**src/rtl/joy_select_scheduler.sv**
```systemverilog
// Megadrive pad scanner: drives an external parallel-load shifter through eight
// SELECT phases per frame, decodes 3/6-button pads and commits results atomically.
module joy_select_scheduler #(
  parameter int CLK_DIV      = 4,
  parameter int SETTLE_TICKS = 8,
  parameter int GAP_TICKS    = 64
) (
  input  logic        clk,
  input  logic        reset,
  input  logic        scan_en,
  input  logic        joy_data,
  output logic        joy_clk,
  output logic        joy_load_n,
  output logic        joy_sel,
  output logic [11:0] joy1_o,
  output logic [11:0] joy2_o,
  output logic        joy1_md,
  output logic        joy2_md,
  output logic        joy1_6b,
  output logic        joy2_6b,
  output logic        frame_done
);

  // state      | meaning
  // S_IDLE     | waiting for scan_en on a tick
  // S_SETTLE   | joy_sel held stable for SETTLE_TICKS ticks
  // S_LOAD     | joy_load_n low for one tick
  // S_SHIFT_LO | joy_clk low, joy_data sampled into bit n
  // S_SHIFT_HI | joy_clk high, n advances; decode after bit 15
  // S_GAP      | idle ticks between frames
  typedef enum logic [2:0] {
    S_IDLE, S_SETTLE, S_LOAD, S_SHIFT_LO, S_SHIFT_HI, S_GAP
  } state_t;

  localparam int DW      = $clog2(CLK_DIV);
  localparam int CNT_MAX = (SETTLE_TICKS > GAP_TICKS) ? SETTLE_TICKS : GAP_TICKS;
  localparam int CW      = $clog2(CNT_MAX + 1);
  localparam logic [DW-1:0] DIV_INIT    = DW'(CLK_DIV - 1);
  localparam logic [CW-1:0] SETTLE_INIT = CW'(SETTLE_TICKS - 1);
  localparam logic [CW-1:0] GAP_INIT    = CW'(GAP_TICKS - 1);
  localparam logic [13:0]   OUT_RST     = {2'b00, 12'hFFF};

  state_t          state_q, state_d;
  logic [DW-1:0]   div_q, div_d;
  logic [CW-1:0]   cnt_q, cnt_d;
  logic [2:0]      phase_q, phase_d;
  logic [3:0]      bit_q, bit_d;
  logic [5:0]      f1_q, f1_d, f2_q, f2_d;
  logic            sel_q, sel_d;
  logic [13:0]     pad1_q, pad1_d, pad2_q, pad2_d;
  logic [13:0]     out1_q, out1_d, out2_q, out2_d;
  logic            frame_done_q, frame_done_d;
  logic            tick;

  // Pad record is {6b, md, MXYZ SACB RLDU}; f is {P9, P6, R, L, D, U}.
  function automatic logic [13:0] decode_pad(input logic [2:0] ph, input logic [5:0] f,
                                             input logic [13:0] cur);
    logic [13:0] r;
    r = cur;
    case (ph)
      3'd0: r[5:0] = f;
      3'd1: begin
        r[12] = ~f[2] & ~f[3];
        r[7]  = r[12] ? f[5] : 1'b1;
        r[6]  = r[12] ? f[4] : 1'b1;
      end
      3'd5: r[13] = (f[3:0] == 4'b0000) & cur[12];
      3'd6: r[11:8] = cur[13] ? f[3:0] : 4'hF;
      default: ;
    endcase
    return r;
  endfunction

  assign tick = (div_q == '0);

  always_comb begin
    div_d        = tick ? DIV_INIT : div_q - 1'b1;
    state_d      = state_q;
    cnt_d        = cnt_q;
    phase_d      = phase_q;
    bit_d        = bit_q;
    f1_d         = f1_q;
    f2_d         = f2_q;
    sel_d        = sel_q;
    pad1_d       = pad1_q;
    pad2_d       = pad2_q;
    out1_d       = out1_q;
    out2_d       = out2_q;
    frame_done_d = 1'b0;
    if (tick) begin
      case (state_q)
        S_IDLE: begin
          if (scan_en) begin
            state_d = S_SETTLE;
            phase_d = 3'd0;
            sel_d   = 1'b1;
            cnt_d   = SETTLE_INIT;
          end
        end
        S_SETTLE: begin
          if (cnt_q == '0) state_d = S_LOAD;
          else             cnt_d   = cnt_q - 1'b1;
        end
        S_LOAD: begin
          state_d = S_SHIFT_LO;
          bit_d   = 4'd0;
        end
        S_SHIFT_LO: begin
          state_d = S_SHIFT_HI;
          // bits 2..7 and 10..15 share the low three index bits 2..7
          if (bit_q[2:0] >= 3'd2) begin
            if (bit_q[3]) f2_d[bit_q[2:0] - 3'd2] = joy_data;
            else          f1_d[bit_q[2:0] - 3'd2] = joy_data;
          end
        end
        S_SHIFT_HI: begin
          if (bit_q == 4'd15) begin
            pad1_d = decode_pad(phase_q, f1_q, pad1_q);
            pad2_d = decode_pad(phase_q, f2_q, pad2_q);
            if (phase_q == 3'd7) begin
              state_d      = S_GAP;
              cnt_d        = GAP_INIT;
              out1_d       = pad1_d;
              out2_d       = pad2_d;
              frame_done_d = 1'b1;
            end else begin
              state_d = S_SETTLE;
              phase_d = phase_q + 3'd1;
              sel_d   = phase_q[0];
              cnt_d   = SETTLE_INIT;
            end
          end else begin
            bit_d   = bit_q + 4'd1;
            state_d = S_SHIFT_LO;
          end
        end
        S_GAP: begin
          if (cnt_q == '0) begin
            phase_d = 3'd0;
            sel_d   = 1'b1;
            if (scan_en) begin
              state_d = S_SETTLE;
              cnt_d   = SETTLE_INIT;
            end else begin
              state_d = S_IDLE;
            end
          end else begin
            cnt_d = cnt_q - 1'b1;
          end
        end
        default: state_d = S_IDLE;
      endcase
    end
  end

  always_ff @(posedge clk or posedge reset) begin
    if (reset) begin
      state_q      <= S_IDLE;
      div_q        <= '0;
      cnt_q        <= '0;
      phase_q      <= 3'd0;
      bit_q        <= 4'd0;
      f1_q         <= '1;
      f2_q         <= '1;
      sel_q        <= 1'b1;
      pad1_q       <= '1;
      pad2_q       <= '1;
      out1_q       <= OUT_RST;
      out2_q       <= OUT_RST;
      frame_done_q <= 1'b0;
    end else begin
      state_q      <= state_d;
      div_q        <= div_d;
      cnt_q        <= cnt_d;
      phase_q      <= phase_d;
      bit_q        <= bit_d;
      f1_q         <= f1_d;
      f2_q         <= f2_d;
      sel_q        <= sel_d;
      pad1_q       <= pad1_d;
      pad2_q       <= pad2_d;
      out1_q       <= out1_d;
      out2_q       <= out2_d;
      frame_done_q <= frame_done_d;
    end
  end

  assign joy_clk    = (state_q == S_SHIFT_HI);
  assign joy_load_n = (state_q != S_LOAD);
  assign joy_sel    = sel_q;
  assign joy1_o     = out1_q[11:0];
  assign joy1_md    = out1_q[12];
  assign joy1_6b    = out1_q[13];
  assign joy2_o     = out2_q[11:0];
  assign joy2_md    = out2_q[12];
  assign joy2_6b    = out2_q[13];
  assign frame_done = frame_done_q;

endmodule

```
**config.mk**
```make
export PLATFORM = sky130hd
export DESIGN_NAME = joy_select_scheduler
export DESIGN_NICKNAME = d
export VERILOG_FILES = /design/src/rtl/joy_select_scheduler.sv
export SDC_FILE = /design/constraint.sdc
export NUM_CORES = 1
export LEC_CHECK = 0
export CAP_MARGIN = 5
export CORE_MARGIN = 2
export CORE_UTILIZATION = 52
export CTS_CLUSTER_DIAMETER = 40
export CTS_CLUSTER_SIZE = 14
export DETAILED_ROUTE_END_ITERATION = 12
export PLACE_DENSITY = 0.82
export REMOVE_ABC_BUFFERS = 1
export SYNTH_ARGS = -nofsm -noshare
export SYNTH_HDL_FRONTEND = slang
export SYNTH_SLANG_ARGS = --single-unit
```
**constraint.sdc**
```tcl
create_clock -name clk -period 3.3 [get_ports clk]
set_input_delay 0.99 -clock clk [delete_from_list [all_inputs] [get_ports clk]]
set_output_delay 0.99 -clock clk [all_outputs]
set_load 0.01 [all_outputs]
```
# Yosys cells after proc, flatten, opt, wreduce, memory -nomap -nowiden

Index checks and enable logic that the tools add are counted.

Register bits: 89
Input bits: 4
Logic and storage cells: 116

Mux-type cells: 50
Bitwise logic cells: 9
Reduce and logical (&&, ||, !) cells: 18
Add/subtract/negate cells: 5
Equal/unequal tests: 18
Order comparisons: 3

Operators by type and width:

| cell                  | number |
|---|---|
| $mux W7               | 4 |
| $pmux W7 S4           | 1 |
| $mux W3               | 9 |
| $mux W4               | 5 |
| $reduce_and A4 Y1     | 5 |
| $mux W1               | 18 |
| $mux W6               | 3 |
| $pmux W3 S6           | 1 |
| $eq A3 B3 Y1 const B  | 5 |
| $bwmux W6             | 2 |
| $ne A2 B2 Y1 const B  | 6 |
| $pmux W3 S3           | 1 |
| $logic_not A4 Y1      | 2 |
| $pmux W4 S2           | 1 |
| $logic_not A7 Y1      | 1 |
| $sub A7 B1 Y7 const B | 1 |
| $eq A3 B1 Y1 const B  | 2 |
| $eq A3 B2 Y1 const B  | 2 |
| $logic_not A3 Y1      | 2 |
| $mux W2               | 3 |
| $reduce_and A3 Y1     | 2 |
| $reduce_and A6 Y1     | 1 |
| $not A1 Y1            | 5 |
| $add A4 B1 Y4 const B | 1 |
| other kinds (17)      | 20 |

# Depth between registers and ports, before layout

Depth after elaboration: 6
Mapped depth: 9
Depth with buffers taken out: 6

# Worst setup path after synthesis

Ideal clock, no wire load.

Path type: input -> register
Start point: input port scan_en
End point: register state_q[0]
Buffers on the path: 0
Library setup time: 0.125 ns
Slack: 1.232 ns
Stages on the path: 3
Data arrival time: 1.943 ns
Cells stage by stage: or3_1 -> o221ai_1 -> mux2_2

Word-level cells in the longest chain between the ends: 3

RTL lines:

| what                   | RTL line | RTL |
|---|---|---|
| start: declaration     | 10       | `input logic scan_en,` |
| $mux W1                | 141      | `if (scan_en) begin` |
| $mux W3                | 138      | `if (cnt_q == '0) begin` |
| $pmux W3 S6            | 91       | `case (state_q)` |
| end signal: assignment | 172      | `state_q <= state_d;` |
| end: declaration       | 43       | `state_t state_q, state_d;` |

Several ways; a longest one is shown, not always the timed one. The select of a mux whose other input is x is not followed.
A chain may end at the register's enable or synchronous reset.

# Final worst setup path

Start point: register state_q[0]
End point: output port joy_clk

Word-level cells in the longest chain between the ends: 1

RTL lines:

| what             | RTL line | RTL |
|---|---|---|
| $eq A3 B3 Y1     | 188      | `assign joy_clk = (state_q == S_SHIFT_HI);` |
| end: declaration | 12       | `output logic joy_clk,` |

Every way passes these cells.

==> results.rst <==
.. list-table::
   :header-rows: 1

   * - Metric
     - Value
   * - Status
     - finished, final reports clean
   * - Share of synthesized cell area in and, or, nand and nor gates
     - 17.0%
   * - Syn avg cell area
     - 10.2 um^2
   * - Routed wire per std cell
     - 15.8 um
   * - Die Footprint
     - 0.00929 mm^2
   * - Leading register cell type out of synthesis
     - dfstp_2
   * - Adder-cell share of the synthesized area
     - 2.54%
   * - Tightest hold margin
     - 0.451 ns
   * - Standby leakage power
     - 1.94 nW
   * - Max Cap Viol
     - 0
   * - Data required time of the worst path
     - 2.31 ns
   * - I/O Pins
     - 36
   * - Layout Area Growth over Synthesis
     - 14.9%
   * - Overall fraction of global-route tracks in use
     - 21.3%
   * - Clock root buffer
     - clkbuf_8
   * - Post-cts gate resize count
     - 0
   * - Hold Crit Class
     - flop to flop
   * - Portion of the post-synthesis area used by sequential elements
     - 52.0%
   * - Worst clock skew
     - 0.0131 ns
   * - Proportion of synthesized flip-flops having asynchronous set or reset
     - 100%
   * - Compound-Gate Fraction of Synth Area
     - 13.5%
   * - Number of optimization iterations in the first detailed-route pass
     - 6
   * - ANT nets after route
     - 0
   * - Postcts setup bufs
     - 0
   * - Number of antenna violations at the first check in global routing
     - 0
   * - H-tree level count
     - 3
   * - Hold buffers post-CTS
     - 0
   * - TritonCTS clock tree
     - built
   * - Final TNS setup
     - 0 ns
   * - Share of synthesized area spent on multiplexers
     - 11.2%
   * - Crit path capture type
     - output pin
   * - Routability Congestion
     - 0.858
   * - Largest area contributor in the netlist
     - dfstp_2
   * - Crit path arrival time
     - 1.86 ns
   * - Clock insertion delay at the later pin of the skew report
     - 0.36 ns
   * - Maximum number of pins on one net before global-route repair
     - 64
   * - Flops & latches, synth
     - 89
   * - Antenna Cells
     - 0
   * - Slew margin rel.
     - 56.3%
   * - Clock-pin transition on the worst setup and hold timing paths
     - 0.09 ns
   * - Post-synthesis instance area
     - 0.00444 mm^2
   * - Final wirelength
     - 8990 um
   * - Remaining DRCs
     - 0
   * - XOR/XNOR Fraction of Synth Area
     - 0.197%
   * - Actual slew at the worst max-slew pin
     - 0.655 ns
   * - Kind of critical path
     - flop to output pin
   * - Die Width
     - 96.4 um
   * - Final min period
     - 2.85 ns
   * - Max Buffers Root-to-Sink
     - 2
   * - Maximum fanout count along the critical path
     - 21
   * - Leading post-synthesis cells by cell area
     - dfstp_2, dfrtp_1, mux2_2
   * - Synth Instances
     - 434
   * - Initial Utilization
     - 53.8%
   * - Vias post-DR
     - 3307
   * - Top post-synthesis cells by count
     - dfstp_2, nand2_1, o21ai_0, mux2_2, dfrtp_1
   * - Maximum vdd ir drop
     - 0.000199 V
   * - Final-report hold violation count
     - 0
   * - F_max
     - 351 MHz
   * - Count of flip-flops with a built-in enable after synthesis
     - 0
   * - Warnings, synthesis
     - 0
   * - Vert. Die Dim
     - 96.4 um
   * - Largest family of logic cells by synthesized area
     - simple AND/OR/NAND/NOR gates
   * - Final clock period utilization by the worst path
     - 86.4%
   * - Crit start category
     - flop
   * - Floorplan core area
     - 0.00826 mm^2
   * - Count of nets after finishing
     - 472
   * - Ratio of total power to cell area
     - 393 mW/mm^2
   * - Top-count cell post-synth
     - dfstp_2
   * - RSZ-0062 raised after global routing
     - false
   * - Global-route wire length before repair
     - 15100 um
   * - Count of unique library cells instantiated by Yosys
     - 55
   * - Post-detailed-placement half-perimeter wirelength
     - 6200 um
   * - Starting DRT DRC Count
     - 182
   * - Overall overflow remaining after global route
     - 0
   * - Area share of the largest cell type after synthesis
     - 38.5%
   * - Number of buffers inserted during clock tree synthesis
     - 9
   * - Number of placement rows
     - 33
   * - Count of port buffers added during placement
     - 35
   * - Layout cell share with drive strength beyond 1
     - 25.2%
   * - Final slew viol count
     - 0
   * - Setup Viol. Count Final
     - 0
   * - Ratio of routed vias to standard cells
     - 5.81
   * - Number of global-route vias before repair
     - 3181
   * - Clock Sink Count
     - 89
==> cell families after synthesis <==
group	after synthesis
compound gates	98
xor+xnor	1
fa+ha+maj	9
buf+inv	42
flops	89
mux	46
simple gates	149
==> metrics by stage <==
stage	cells	worst slack [ns]	utilization, %	area [um^2]	total power [mW]
3_3_place_gp	553	0.629	59.0	4870	1.16
5_1_grt	569	0.300	61.8	5100	2.08
3_5_place_dp	553	0.580	59.0	4870	1.16
6_report	569	0.450	61.8	5100	2.00
2_1_floorplan	408	0.0847	-	4340	1.14
4_1_cts	569	0.419	61.8	5100	2.03
==> state kept, by name, summed over array words and instances, names as in the netlist <==
name,count
out1_q,14
out2_q,14
pad1_q,14
pad2_q,14
cnt_q,7
f1_q,6
f2_q,6
bit_q,4
phase_q,3
state_q,3
div_q,2
frame_done,1
joy_sel,1
==> cell usage in the layout, fill, tap and decap left out, drive strengths merged, types with 3 or more instances in the layout <==
cell	instances
nand4	5
a31oi	3
ha	9
o21ai	48
dfstp	65
mux2	28
dfrtp	24
or4	3
nor3	15
inv	17
clkdlybuf4s50	35
a32oi	3
buf	5
a21oi	16
nand2	52
and2	6
nand2b	7
clkbuf	10
o31ai	4
and3	3
nand3	7
mux2i	18
nor2	23
nor2b	14
==> worst max-delay path, stage by stage, from the launching register on <==
cell	delay (ns)
dfrtp_1	0.60
nor3b_1	0.32
clkdlybuf4s50_1	0.58
==> power by group <==
group	switching [mW]	internal, mW	leakage (nW)
combinational	0.0268	0.00976	0.876
clock	0.406	0.456	0.115
sequential	0.00575	1.10	0.949
==> routing by layer <==
metal | wire length (um) | GRT usage [%] | vias up
met4 | 129 | 8.57 | 0
met2 | 4430 | 35.2 | 83
li1 | - | - | 1584
met3 | 411 | 3.49 | 14
met5 | 0 | 0 | -
met1 | 4020 | 28.1 | 1626
==> area by class of cell <==
cell class / count / area (um^2)
Multi-Input combinational cell: 303 / 1970
Timing Repair Buffer: 40 / 400
Tap cell: 105 / 131
Clock buffer: 10 / 138
Inverter: 16 / 61.3
Sequential cell: 89 / 2310
Clock inverter: 6 / 96.3
Fill cell: 673 / 3150
==> path summary, 6_finish.rpt <==
| path | from | endpoint | slack (ns) | cells past startpoint |
|---|---|---|---|---|
| min in group asynchronous | reset | frame_done | 0.95 | 2 |
| max in group asynchronous | reset | pad1_q[8] | 1.65 | 3 |
| worst max register to register | bit_q[1] | pad2_q[0] | 0.79 | 5 |
| worst max-delay path | state_q[0] | joy_clk | 0.45 | 2 |
| worst min register to register | div_q[0] | div_q[0] | 0.45 | 1 |
| worst min-delay path | div_q[0] | div_q[0] | 0.45 | 1 |
(Power assumes the default switching activity.)
